[config.mk]
export PLATFORM = sky130hd
export DESIGN_NAME = rvv_inst_issue_buffer
export DESIGN_NICKNAME = d
export VERILOG_FILES = /design/src/rtl/rvv_inst_issue_buffer.sv
export SDC_FILE = /design/constraint.sdc
export NUM_CORES = 1
export LEC_CHECK = 0
export ABC_AREA = 1
export BUFFER_PORTS_ARGS = -buffer_cell sky130_fd_sc_hd__buf_4
export CAP_MARGIN = 20
export CORE_MARGIN = 3
export CORE_UTILIZATION = 58
export CTS_CLUSTER_SIZE = 14
export DETAILED_ROUTE_END_ITERATION = 16
export PLACE_DENSITY = 0.79
export SLEW_MARGIN = 20
export SYNTH_ARGS = -nofsm -noshare
export SYNTH_HDL_FRONTEND = slang
export SYNTH_SLANG_ARGS = --single-unit
[constraint.sdc]
create_clock -name clk -period 9.35 [get_ports clk]
set_input_delay 0.4675 -clock clk [delete_from_list [all_inputs] [get_ports clk]]
set_output_delay 0.4675 -clock clk [all_outputs]
set_load 0.01 [all_outputs]
[src/rtl/rvv_inst_issue_buffer.sv]
// RVV instruction issue buffer: executes vset{i}vl{i} locally to track
// vtype/vl, and queues all other vector LD/ST/ALU instructions together
// with a vtype/vl snapshot in an in-order FIFO toward the backend.
module rvv_inst_issue_buffer #(
    parameter int DEPTH = 4,
    parameter int VLEN  = 128,
    parameter int XLEN  = 32,
    parameter int VLW   = $clog2(VLEN) + 1
) (
    input  logic                     clk,
    input  logic                     rst,
    input  logic                     insn_valid,
    output logic                     insn_ready,
    input  logic [31:0]              insn_bits,
    input  logic [XLEN-1:0]          insn_rs1,
    input  logic [XLEN-1:0]          insn_rs2,
    output logic                     out_valid,
    input  logic                     out_ready,
    output logic [31:0]              out_bits,
    output logic [XLEN-1:0]          out_rs1,
    output logic [XLEN-1:0]          out_rs2,
    output logic [31:0]              out_vtype,
    output logic [VLW-1:0]           out_vl,
    output logic                     cfg_rd_valid,
    output logic [4:0]               cfg_rd_idx,
    output logic [XLEN-1:0]          cfg_rd_data,
    output logic                     illegal,
    output logic [$clog2(DEPTH):0]   count
);

    localparam int AW = $clog2(DEPTH);
    localparam int CW = AW + 1;
    localparam logic [31:0] VILL_VTYPE = 32'h8000_0000;
    localparam logic [6:0]  OP_LD  = 7'b0000111;
    localparam logic [6:0]  OP_ST  = 7'b0100111;
    localparam logic [6:0]  OP_ALU = 7'b1010111;

    // vtype legality: reserved bits clear, supported SEW, no reserved LMUL,
    // and fractional LMUL only where SEW fits.
    function automatic logic vtype_ok(input logic [31:0] v);
        logic [2:0] sew;
        logic [2:0] lmul;
        sew  = v[5:3];
        lmul = v[2:0];
        vtype_ok = 1'b1;
        if (v[31] || (v[30:8] != '0))              vtype_ok = 1'b0;
        if (sew > 3'd2)                            vtype_ok = 1'b0;
        if (lmul == 3'b100)                        vtype_ok = 1'b0;
        if ((lmul == 3'b110) && (sew != 3'd0))     vtype_ok = 1'b0;
        if ((lmul == 3'b111) && (sew == 3'd2))     vtype_ok = 1'b0;
    endfunction

    // VLMAX = (VLEN/SEW) * LMUL, evaluated as shifts of VLEN/8.
    function automatic logic [VLW-1:0] vlmax_of(input logic [31:0] v);
        logic [VLW-1:0] base;
        base = VLW'(VLEN / 8) >> v[4:3];
        case (v[2:0])
            3'b000:  vlmax_of = base;
            3'b001:  vlmax_of = base << 1;
            3'b010:  vlmax_of = base << 2;
            3'b011:  vlmax_of = base << 3;
            3'b101:  vlmax_of = base >> 3;
            3'b110:  vlmax_of = base >> 2;
            3'b111:  vlmax_of = base >> 1;
            default: vlmax_of = '0;
        endcase
    endfunction

    // vl = min(AVL, VLMAX).
    function automatic logic [VLW-1:0] clamp_vl(input logic [XLEN-1:0] avl,
                                                input logic [VLW-1:0]  vlmax);
        if (avl < XLEN'(vlmax)) clamp_vl = VLW'(avl);
        else                    clamp_vl = vlmax;
    endfunction

    // Architectural configuration state
    logic [31:0]    vtype_r;
    logic [VLW-1:0] vl_r;

    // FIFO storage and pointers
    logic [31:0]    mem_bits  [DEPTH];
    logic [XLEN-1:0] mem_rs1  [DEPTH];
    logic [XLEN-1:0] mem_rs2  [DEPTH];
    logic [31:0]    mem_vtype [DEPTH];
    logic [VLW-1:0] mem_vl    [DEPTH];
    logic [AW-1:0]  wr_ptr;
    logic [AW-1:0]  rd_ptr;

    // Decode results
    logic            accept;
    logic            is_vec;
    logic            is_cfg;
    logic            form_vli;
    logic            form_vli_imm;
    logic            form_vl;
    logic            push;
    logic            pop;
    logic            cfg_commit;
    logic            reject;
    logic [31:0]     new_vtype;
    logic [XLEN-1:0] avl;
    logic            keep_vl;
    logic [VLW-1:0]  new_vlmax;
    logic [31:0]     vtype_next;
    logic [VLW-1:0]  vl_next;

    assign insn_ready = (count != CW'(DEPTH));
    assign out_valid  = (count != '0);
    assign accept     = insn_valid && insn_ready;
    assign pop        = out_valid && out_ready;

    // Head entry drives the backend; zero while empty.
    assign out_bits  = out_valid ? mem_bits[rd_ptr]  : '0;
    assign out_rs1   = out_valid ? mem_rs1[rd_ptr]   : '0;
    assign out_rs2   = out_valid ? mem_rs2[rd_ptr]   : '0;
    assign out_vtype = out_valid ? mem_vtype[rd_ptr] : '0;
    assign out_vl    = out_valid ? mem_vl[rd_ptr]    : '0;

    // Classify the incoming instruction and compute the vset result.
    always_comb begin
        is_vec       = 1'b0;
        is_cfg       = 1'b0;
        form_vli     = 1'b0;
        form_vli_imm = 1'b0;
        form_vl      = 1'b0;
        new_vtype    = VILL_VTYPE;
        avl          = '0;
        keep_vl      = 1'b0;
        new_vlmax    = '0;
        vtype_next   = vtype_r;
        vl_next      = vl_r;

        case (insn_bits[6:0])
            OP_LD, OP_ST: is_vec = 1'b1;
            OP_ALU: begin
                if (insn_bits[14:12] == 3'b111) is_cfg = 1'b1;
                else                            is_vec = 1'b1;
            end
            default: ;
        endcase

        form_vli     = !insn_bits[31];
        form_vli_imm = (insn_bits[31:30] == 2'b11);
        form_vl      = insn_bits[31] && (insn_bits[30:25] == 6'b0);

        if (form_vli)          new_vtype = {21'b0, insn_bits[30:20]};
        else if (form_vli_imm) new_vtype = {22'b0, insn_bits[29:20]};
        else                   new_vtype = 32'(insn_rs2);

        if (form_vli_imm)                  avl = XLEN'(insn_bits[19:15]);
        else if (insn_bits[19:15] != 5'd0) avl = insn_rs1;
        else                               avl = '1;

        keep_vl   = !form_vli_imm && (insn_bits[19:15] == 5'd0)
                    && (insn_bits[11:7] == 5'd0);
        new_vlmax = vlmax_of(new_vtype);

        if (!vtype_ok(new_vtype)) begin
            vtype_next = VILL_VTYPE;
            vl_next    = '0;
        end else if (keep_vl) begin
            if (!vtype_r[31] && (new_vlmax == vlmax_of(vtype_r))) begin
                vtype_next = new_vtype;
                vl_next    = vl_r;
            end else begin
                vtype_next = VILL_VTYPE;
                vl_next    = '0;
            end
        end else begin
            vtype_next = new_vtype;
            vl_next    = clamp_vl(avl, new_vlmax);
        end
    end

    assign cfg_commit = accept && is_cfg && (form_vli || form_vli_imm || form_vl);
    assign push       = accept && is_vec && !vtype_r[31];
    assign reject     = accept && !push && !cfg_commit;

    // Configuration registers and one-cycle result pulses.
    always_ff @(posedge clk or posedge rst) begin
        if (rst) begin
            vtype_r      <= VILL_VTYPE;
            vl_r         <= '0;
            cfg_rd_valid <= 1'b0;
            cfg_rd_idx   <= '0;
            cfg_rd_data  <= '0;
            illegal      <= 1'b0;
        end else begin
            cfg_rd_valid <= cfg_commit;
            illegal      <= reject;
            if (cfg_commit) begin
                vtype_r     <= vtype_next;
                vl_r        <= vl_next;
                cfg_rd_idx  <= insn_bits[11:7];
                cfg_rd_data <= XLEN'(vl_next);
            end
        end
    end

    // FIFO pointers and occupancy.
    always_ff @(posedge clk or posedge rst) begin
        if (rst) begin
            wr_ptr <= '0;
            rd_ptr <= '0;
            count  <= '0;
        end else begin
            if (push) wr_ptr <= wr_ptr + AW'(1);
            if (pop)  rd_ptr <= rd_ptr + AW'(1);
            case ({push, pop})
                2'b10:   count <= count + CW'(1);
                2'b01:   count <= count - CW'(1);
                default: count <= count;
            endcase
        end
    end

    // FIFO entry write: instruction plus the pre-update vtype/vl snapshot.
    always_ff @(posedge clk) begin
        if (push) begin
            mem_bits[wr_ptr]  <= insn_bits;
            mem_rs1[wr_ptr]   <= insn_rs1;
            mem_rs2[wr_ptr]   <= insn_rs2;
            mem_vtype[wr_ptr] <= vtype_r;
            mem_vl[wr_ptr]    <= vl_r;
        end
    end

endmodule

==> results of run 1 <==
through the flow:
stage          std cells  hold WS (ps)
3_5_place_dp        2856           504
4_1_cts             2963          40.5
6_report            2965          73.8
2_1_floorplan       2190           476
3_3_place_gp        2855           484
5_1_grt             2965          54.4
cells by family (layout without fill, tap and decap cells):
family	Yosys count	after routing	share of synthesized area
DFF	598	598	0.718
and+or+nand+nor	849	849	0.136
adders and majority gates	13	13	0.00690
other	1	25	0.000152
xor gates and xnor gates	7	7	0.00249
AOI/OAI and AO/OA	458	458	0.0953
buffers and inverters	241	483	0.0413
path summary, 6_finish.rpt:
kind | to | cells after the start
worst min register to register | mem_vtype[0][21] | 0
max in group asynchronous | rd_ptr[0] | 3
worst max-delay path | out_rs2[16] | 6
worst max register to register | mem_rs2[1][2] | 7
min in group asynchronous | vtype_r[9] | 3
worst min-delay path | mem_bits[0][14] | 1
sequential cells by signal, indices dropped and copies added (netlist names):
signal        cells
mem_bits        128
mem_rs1         128
mem_rs2         128
mem_vtype       128
mem_vl           32
vtype_r          32
cfg_rd_data       8
cfg_rd_idx        5
count             3
rd_ptr            2
wr_ptr            2
cfg_rd_valid      1
illegal           1
layer usage:
metal  track usage  vias up  wire [microns]
met1         0.382     8161           24300
met4        0.0850        0            1390
met2         0.426      873           29100
met3        0.0423       85            5680
li1              -     7866               -
met5             0        -               0
synth_stat cells (7+ instances only):
cell type  count
nor2_1       631
edfxtp_1     544
o21ai_0      292
a21oi_1      143
nand2_1      132
inv_1         98
clkbuf_1      81
dfrtp_1       53
nand3_1       47
buf_1         26
buf_4         25
ha_1          12
nand2_2        8
nor3_1         7
nor4_1         7
power by group:
group | internal (W) | switching, W | leakage (nW)
logic | 0.00114 | 0.00186 | 4.33
registers | 0.00294 | 0.0000887 | 5.48
clock network | 0.00141 | 0.000952 | 0.950
cell usage in the layout (no fill, tap or decap), types with 6 or more instances in the layout:
cell type | synthesis | layout
a21oi_1 | 143 | 143
buf_4 | 25 | 267
bufinv_16 | 0 | 6
clkbuf_1 | 81 | 18
clkbuf_16 | 0 | 59
clkbuf_8 | 0 | 11
clkinv_2 | 0 | 6
conb_1 | 1 | 24
dfrtp_1 | 53 | 51
edfxtp_1 | 544 | 544
ha_1 | 12 | 12
inv_1 | 98 | 95
inv_2 | 6 | 7
nand2_1 | 132 | 132
nand2_2 | 8 | 8
nand3_1 | 47 | 47
nor2_1 | 631 | 627
nor3_1 | 7 | 6
nor4_1 | 7 | 7
o21ai_0 | 292 | 292
o22ai_1 | 6 | 6
area by class of cell:
cell class,count,share of cell area
Inverter,104,0.0138
Multi-Input combinational cell,1351,0.210
Sequential cell,598,0.612
Tap cell,532,0.0230
Timing Repair Buffer,272,0.0730
Clock buffer,88,0.0587
Antenna cell,1,0.0000866
Clock inverter,19,0.00879
==> results.py, run 1 <==
metrics = {
    "cells_and_area": {
        "drive_gt1_frac": 0.164,
        "fillerInstances": 2825,
        "final_util": 0.698,
        "multi_input_area_sq_mm": 0.00607,
        "regArea_sq_mm": 0.0177,
        "layout.nets": 2497,
        "areaGrowthSynthToFinish_pct": 17.2,
        "design_area_sq_mm": 0.0289,
    },
    "placed_design": {
        "dpl_cell_area_sq_mm": 0.0269,
        "dpl.hpwl_microns": 35400,
        "place_ws_ps": 5310,
        "port_buffers": 255,
        "routabilityCongestion": 0.875,
    },
    "clock_network": {
        "cts_resized": 0,
        "clk_pin_slew_ps": 60,
        "cts_buffers": 57,
        "htree_levels": 2,
        "cts_tree": "yes",
        "cts_sinks": 598,
        "clk_latency_ps": 600,
        "cts_setup_buffers": 0,
        "clockBufferDepth": 3,
        "cts-hold-fix-buffers": 0,
        "root_buffer": "clkbuf_16",
    },
    "grt": {
        "antenna_found_initial": 1,
        "gr-total-overflow": 0,
        "grt_pass1_vias": 16300,
        "gr-usage-all-layers": 0.266,
        "grt_pass1_wl_microns": 92300,
        "grt_max_degree": 260,
    },
    "logic_synthesis": {
        "synth_ff_type": "edfxtp_1",
        "synth_area_sq_mm": 0.0247,
        "seq_area_frac_synth": 0.718,
        "synthesis.instances": 2167,
        "syn_area_per_cell_sq_um": 11.4,
        "async_flop_share": 0.0903,
        "ys_types": 41,
        "ys_seq_elements": 598,
        "yosys_warnings": 0,
        "synth-edff-count": 544,
        "yosys.area.top_type": "edfxtp_1",
        "synth_top_cell_area_share": 0.663,
        "netlist_top_cells_area": "edfxtp_1 (66%), nor2_1 (9.6%), o21ai_0 (5.9%)",
    },
    "detailed_routing": {
        "ant_nets": 0,
        "wl_per_cell_microns": 20.4,
        "first_iter_violations": 1757,
        "dr.pass1.iters": 6,
        "drc_errors": 0,
        "via_per_inst": 5.73,
        "postRouteWirelength_microns": 60500,
        "num_vias": 17000,
    },
    "timing": {
        "setup_violations": 0,
        "clock_skew_ps": 13.6,
        "setup-tns-final_ps": 0,
        "max_freq_mhz": 241,
        "post-route-period-util": 0.443,
        "setup_slack_ps": 5210,
        "hold_viol_final": 0,
        "tightest_slew_ps": 1110,
        "slew_headroom": 0.257,
        "rsz0062_at_grt": "false",
        "slew_violations": 0,
        "fin_crit_ps": 4140,
    },
    "setup_path": {
        "worstReg2RegStart": "count[0]",
        "path_class": "flop to output port",
        "path_max_fanout": 75,
        "critPathTopFamily": "buffers and inverters",
        "cp_slowest_cell": "buf_4",
        "path_cells": "inv_4 > buf_4 > nor2_1 > o21ai_0 > a21oi_1 > buf_4",
        "arrival_ps": 3680,
        "crit_required_ps": 8880,
        "worst-r2r-setup-slack_ps": 5740,
        "worst-path-buf-inv": 3,
        "critPathMaxStageDelay_ps": 860,
        "cp_common_cell": "buf_4",
        "critPathLaunch": "rd_ptr[1]",
        "critPathLaunchType": "flop",
        "end_kind": "output port",
    },
    "power": {
        "power_leakage_nw": 10.8,
        "vdd_drop_max_mv": 0.275,
        "p_per_area_mw_per_mm2": 290,
        "power_w": 0.00839,
    },
    "worst_hold_path": {
        "hold_class": "primary input to flop",
        "hold_start": "insn_bits[14]",
    },
    "floorplan": {
        "boundaryPins": 280,
        "core-area_sq_mm": 0.0414,
        "std_cell_rows": 74,
        "start_util": 0.596,
        "die_area_sq_mm": 0.0450,
        "die_h_microns": 212,
        "die-width_microns": 212,
    },
    "job": {
        "maxCapViolations": 0,
    },
    "outcome": {
        "run_status": "finished, final reports clean",
    },
}
Power figures use the tool's default switching activity.
==> run 2, diff against run 1 <==
==> constraint.sdc (replaced) <==
create_clock -name clk -period 4 [get_ports clk]
set_input_delay 0.2 -clock clk [delete_from_list [all_inputs] [get_ports clk]]
set_output_delay 0.2 -clock clk [all_outputs]
set_load 0.01 [all_outputs]
==> results.py, run 2 (same netlist as run 1, synthesis figures left out) <==
metrics = {
    "power": {
        "power_w": 0.0196,
        "vdd_drop_max_mv": 1.51,
        "power_leakage_nw": 11.2,
        "p_per_area_mw_per_mm2": 654,
    },
    "timing": {
        "rsz0062_at_grt": "false",
        "post-route-period-util": 0.840,
        "setup_slack_ps": 641,
        "slew_headroom": 0.363,
        "fin_crit_ps": 3360,
        "setup_violations": 0,
        "slew_violations": 0,
        "tightest_slew_ps": 955,
        "hold_viol_final": 0,
        "max_freq_mhz": 298,
        "clock_skew_ps": 20.4,
    },
    "setup_path": {
        "path_max_fanout": 162,
        "r2r_end": "mem_rs1[3][4]",
        "critPathLaunchType": "flop",
        "cp_common_cell": "nor2_1",
        "critPathMaxStageDelay_ps": 760,
        "path_class": "flop to output port",
        "worstReg2RegStart": "count[0]",
        "cp_slowest_cell": "dfrtp_4",
        "worst-r2r-setup-slack_ps": 1530,
        "worst-path-buf-inv": 2,
        "end_kind": "output port",
        "ff2ff_path_depth": 8,
        "path_cells": "buf_12 > nor2_1 > nor2_1 > o21ai_0 > a21oi_1 > buf_4",
        "arrival_ps": 3160,
        "critPathTopFamily": "flip-flops",
        "crit_required_ps": 3800,
    },
    "cells_and_area": {
        "fin_cells": 3079,
        "drive_gt1_frac": 0.160,
        "areaGrowthSynthToFinish_pct": 21.7,
        "layout.nets": 2608,
        "final_cell_mix": "nor2_1 (627), edfxtp_1 (544), o21ai_0 (292), buf_4 (272), a21oi_1 (143)",
        "fillerInstances": 2747,
        "layout_commonest_cell": "nor2_1",
    },
    "grt": {
        "grt_pass1_wl_microns": 94600,
        "gr-total-overflow": 0,
        "grt_pass1_vias": 17300,
        "grt_max_degree": 163,
        "gr-usage-all-layers": 0.272,
        "antenna_found_initial": 4,
        "top_usage_layer": "met2",
        "grt_use_met1": 0.358,
        "grtUsageMet3": 0.0514,
        "grt.met2_usage": 0.462,
    },
    "clock_network": {
        "clk_pin_slew_ps": 60,
        "root_buffer": "clkbuf_16",
        "cts_sinks": 598,
        "cts_buffers": 57,
        "clk_latency_ps": 610,
        "htree_levels": 2,
        "cts_resized": 0,
        "cts_tree": "yes",
        "cts_setup_buffers": 0,
        "clockBufferDepth": 3,
    },
    "detailed_routing": {
        "ant_nets": 0,
        "postRouteWirelength_microns": 61700,
        "via_per_inst": 5.69,
        "first_iter_violations": 1672,
        "wl_per_cell_microns": 20.0,
        "drc_errors": 0,
        "dr.pass1.iters": 5,
        "num_vias": 17500,
    },
    "floorplan": {
        "std_cell_rows": 74,
        "die_area_sq_mm": 0.0450,
        "boundaryPins": 280,
        "core-area_sq_mm": 0.0414,
        "die_h_microns": 212,
        "start_util": 0.596,
        "die-width_microns": 212,
    },
    "placed_design": {
        "routabilityCongestion": 0.895,
        "dpl.hpwl_microns": 35100,
        "place_ws_ps": 918,
        "port_buffers": 255,
        "dp_cells": 2869,
    },
    "worst_hold_path": {
        "hold_class": "primary input to asynchronous set/reset pin",
    },
    "job": {
        "maxCapViolations": 0,
    },
    "outcome": {
        "run_status": "finished, final reports clean",
    },
}
[run 2: metal layers]
metal  share of wire  vias to the layer above  wire [microns]
li1                -                     8092               -
met1            0.39                     8517           24100
met2            0.50                      814           30600
met3           0.088                      108            5410
met4           0.025                        0            1540
met5               0                        -               0
[run 2: cell type report]
type | instances | area, sq um | share of cell area
Inverter | 104 | 398 | 0.0133
Clock buffer | 78 | 1580 | 0.0526
Sequential cell | 598 | 17700 | 0.590
Timing Repair Buffer | 383 | 3270 | 0.109
Tap cell | 532 | 666 | 0.0222
Multi-Input combinational cell | 1351 | 6070 | 0.202
Clock inverter | 29 | 315 | 0.0105
Antenna cell | 4 | 10.0 | 0.000334
[run 2: how the worst max path moves through the flow]
stage,cells past startpoint,slack (ps),start,end
final,6,640,rd_ptr[0],out_rs1[31]
after global routing,6,530,rd_ptr[0],out_rs1[31]
after CTS,6,640,rd_ptr[0],out_rs1[31]
after detailed placement,17,920,insn_bits[31],cfg_rd_data[5]
after global placement,17,1020,insn_bits[31],cfg_rd_data[6]
after floorplan,6,-1170,count[0],mem_bits[0][0]
[run 2: worst register-to-register path: stages (launching register included)]
cell and delay, ps:
dfrtp_1 440, inv_1 110, nand3_1 120, nand2_1 70
inv_1 110, nand3_1 100, buf_4 210, nor2_4 530
buf_12 350
[run 2: what timing repair did]
item                                   4_1_cts  5_1_grt
setup endpoints to repair                    0        0
endpoints found under the hold margin      417        0
hold buffers                                99        0
[run 2: metrics by stage]
stage / setup TNS (ps) / area [sq um] / utilization / hold slack (ps)
final: 0 / 30000 / 0.725 / 237
after CTS: 0 / 30000 / 0.725 / 260
after global routing: 0 / 30000 / 0.725 / 271
after floorplan: -637060 / 24700 / - / 299
after detailed placement: 0 / 27100 / 0.655 / 343
after global placement: 0 / 27100 / 0.655 / 332
[run 2: where the power goes]
part / total [W] / switching, W / internal (W)
sequential: 0.00707 / 0.000195 / 0.00687
combinational: 0.00712 / 0.00435 / 0.00278
clock: 0.00542 / 0.00222 / 0.00320
==> run 3, diff against run 2 <==
--- a/config.mk
+++ b/config.mk
@@ -5,7 +5,7 @@
 export SDC_FILE = /design/constraint.sdc
 export NUM_CORES = 1
 export LEC_CHECK = 0
-export ABC_AREA = 1
+export ABC_AREA = 0
 export BUFFER_PORTS_ARGS = -buffer_cell sky130_fd_sc_hd__buf_4
 export CAP_MARGIN = 20
 export CORE_MARGIN = 3
==> constraint.sdc (replaced) <==
create_clock -name clk -period 3.3 [get_ports clk]
set_input_delay 0.165 -clock clk [delete_from_list [all_inputs] [get_ports clk]]
set_output_delay 0.165 -clock clk [all_outputs]
set_load 0.01 [all_outputs]
==> results.py, run 3 <==
metrics = {
    "outcome": {
        "run_status": "finished, final reports clean",
    },
    "logic_synthesis": {
        "muxShareOfSynthArea": 0.137,
        "netlist_top_cells_area": "edfxtp_1 (68%), mux4_2 (13%), dfrtp_1 (5.5%)",
        "synth_area_sq_mm": 0.0240,
        "synthAdderAreaFrac": 0.00708,
        "synth_compound_area_frac": 0.0210,
        "synth_top_cell_area_share": 0.680,
        "async_flop_share": 0.0903,
        "synth.most_common_cell": "edfxtp_1",
        "yosys.area_share.xor_xnor": 0.00328,
        "synthesis.instances": 1257,
        "ys_seq_elements": 598,
        "synth_commonest_cells": "edfxtp_1 (544), and2_1 (166), mux4_2 (136), dfrtp_1 (53), clkbuf_1 (37)",
        "synth_ff_type": "edfxtp_1",
        "synth-edff-count": 544,
        "yosys.area.top_type": "edfxtp_1",
        "synth_top_family_by_area": "multiplexers",
        "seq_area_frac_synth": 0.736,
        "syn_area_per_cell_sq_um": 19.1,
        "synthSimpleGateAreaFrac": 0.0748,
        "ys_types": 64,
        "yosys_warnings": 0,
    },
    "timing": {
        "setup_violations": 0,
        "tightest_slew_ps": 831,
        "hold_viol_final": 0,
        "clock_skew_ps": 12.6,
        "max_freq_mhz": 313,
        "fin_crit_ps": 3190,
        "slew_violations": 0,
        "slew_headroom": 0.446,
        "post-route-period-util": 0.967,
    },
    "setup_path": {
        "ff2ff_path_depth": 7,
        "r2r_end": "cfg_rd_data[3]",
        "end_kind": "flop",
        "path_class": "primary input to flop",
        "worst-r2r-setup-slack_ps": 730,
        "critPathLaunch": "insn_bits[31]",
        "path_max_fanout": 13,
        "crit_end": "cfg_rd_data[4]",
        "arrival_ps": 3700,
        "crit_required_ps": 3810,
        "critPathLaunchType": "primary input",
        "worstReg2RegStart": "vtype_r[0]",
    },
    "power": {
        "internal_power_w": 0.0153,
        "vdd_drop_max_mv": 0.906,
        "power_leakage_nw": 10.5,
        "clockPowerShare": 0.288,
        "combPwrFrac": 0.314,
        "sw_frac_of_total": 0.279,
        "p_per_area_mw_per_mm2": 712,
        "seqPwrFrac": 0.398,
        "p_sw_w": 0.00594,
    },
    "detailed_routing": {
        "dr.pass1.iters": 7,
        "first_iter_violations": 986,
        "num_vias": 13300,
        "postRouteWirelength_microns": 55000,
        "ant_nets": 0,
        "wl_per_cell_microns": 24.4,
        "drc_errors": 0,
        "via_per_inst": 5.88,
    },
    "cells_and_area": {
        "final_util": 0.741,
        "antenna_cells": 0,
        "final_cell_mix": "edfxtp_1 (544), buf_4 (302), and2_1 (161), mux4_2 (136), dlygate4sd3_1 (99)",
        "drive_gt1_frac": 0.330,
        "layout.nets": 1795,
        "areaGrowthSynthToFinish_pct": 24.5,
        "layout_commonest_cell": "edfxtp_1",
        "design_area_sq_mm": 0.0299,
    },
    "grt": {
        "grt_max_degree": 138,
        "grt_pass1_wl_microns": 84500,
        "antenna_found_initial": 0,
        "gr-usage-all-layers": 0.253,
        "grt_pass1_vias": 13800,
        "gr-total-overflow": 0,
    },
    "clock_network": {
        "cts_sinks": 598,
        "cts_tree": "yes",
        "clk_latency_ps": 600,
        "root_buffer": "clkbuf_16",
        "clk_pin_slew_ps": 60,
        "htree_levels": 2,
        "cts_buffers": 56,
        "clockBufferDepth": 3,
    },
    "floorplan": {
        "die-width_microns": 210,
        "die_h_microns": 210,
        "boundaryPins": 280,
        "core-area_sq_mm": 0.0404,
        "die_area_sq_mm": 0.0439,
        "std_cell_rows": 73,
        "start_util": 0.595,
    },
    "placed_design": {
        "dpl.hpwl_microns": 33900,
        "port_buffers": 255,
        "dpl_cell_area_sq_mm": 0.0270,
        "routabilityCongestion": 0.842,
    },
    "worst_hold_path": {
        "hold_class": "primary input to asynchronous set/reset pin",
    },
    "job": {
        "maxCapViolations": 0,
    },
}
run 3: changes by cell type in the layout (fill, tap and decap cells not counted), sizes merged, moves of 6 or more:
cell,change
mux2i,+16
nor2,-613
nor4,+8
a21oi,-133
clkinv,+8
inv,-82
mux4,+136
mux2,+6
and2,+165
nand2b,+7
nand2,-107
o21ai,-281
buf,+39
nand3,-37
run 3: power by group through the flow:
stage	logic, W	registers, W	clock network (W)
5_1_grt	0.00715	0.00848	0.00654
4_1_cts	0.00676	0.00848	0.00622
3_3_place_gp	0.00657	0.00863	0
6_report	0.00669	0.00847	0.00614
3_5_place_dp	0.00662	0.00863	0
2_1_floorplan	0.00383	0.00847	0
run 3: what timing repair did:
action	CTS	global route
setup endpoints to repair	0	8
hold buffers	99	0
buffers inserted	0	4
gates resized for setup	0	19
endpoints found under the hold margin	433	0
run 3: metrics by stage:
stage	total power [W]	hold WS, ps	setup TNS, ps	instances	setup WS [ps]
floorplan	0.0123	264	-151150	1280	-278
global placement	0.0152	374	0	2045	46.7
detailed placement	0.0153	380	-9.40	2045	-3.51
CTS	0.0215	290	0	2248	33.9
global route	0.0222	304	-12.7	2253	-10.1
finish	0.0213	275	0	2253	110
run 3: cell families (layout without fill, tap and decap cells):
| kind of cell | after synthesis | count (layout) |
|---|---|---|
| fa+ha+maj | 13 | 13 |
| simple gates | 303 | 303 |
| flops | 598 | 598 |
| xor+xnor | 9 | 9 |
| buf+inv | 103 | 551 |
| mux | 158 | 158 |
| compound gates | 72 | 72 |
| other cells | 1 | 24 |
run 3: per-layer routing:
metal	up-vias	routed length, microns	global-route usage
li1	5795	-	-
met1	6857	22500	0.363
met2	527	27200	0.408
met3	77	4050	0.0474
met4	0	1290	0.0693
met5	-	0	0
run 3: layout make-up:
type	instances	area (sq um)
clock buffer	74	1530
clock inverter	30	218
fill	2331	10500
inverter	24	91.3
multi-input combinational	579	6040
sequential	598	17700
tap	525	657
timing repair buffer	423	3680
run 3: how the worst min path moves through the flow:
| stage | startpoint | endpoint | slack (ps) | cells after the start |
|---|---|---|---|---|
| 4_1_cts | insn_rs2[11] | mem_rs2[0][11] | 290 | 2 |
| 2_1_floorplan | insn_bits[0] | mem_bits[0][0] | 260 | 0 |
| 5_1_grt | insn_bits[2] | mem_bits[0][2] | 300 | 2 |
| 6_report | rst | vtype_r[17] | 270 | 3 |
| 3_5_place_dp | insn_bits[13] | mem_bits[1][13] | 380 | 1 |
| 3_3_place_gp | insn_bits[13] | mem_bits[2][13] | 370 | 1 |
run 3: worst max-delay path, stage by stage:
cell and delay (ps):
dlygate4sd3_1 550, buf_4 130, buf_4 160, nor4b_2 310, a31oi_4 100, buf_4 180
nor3_1 250, inv_1 70, ha_1 300, nand4_1 190, o31ai_2 310, nor3_1 70
a21boi_2 180, clkdlybuf4s15_2 280, or3b_1 360, o211ai_1 100
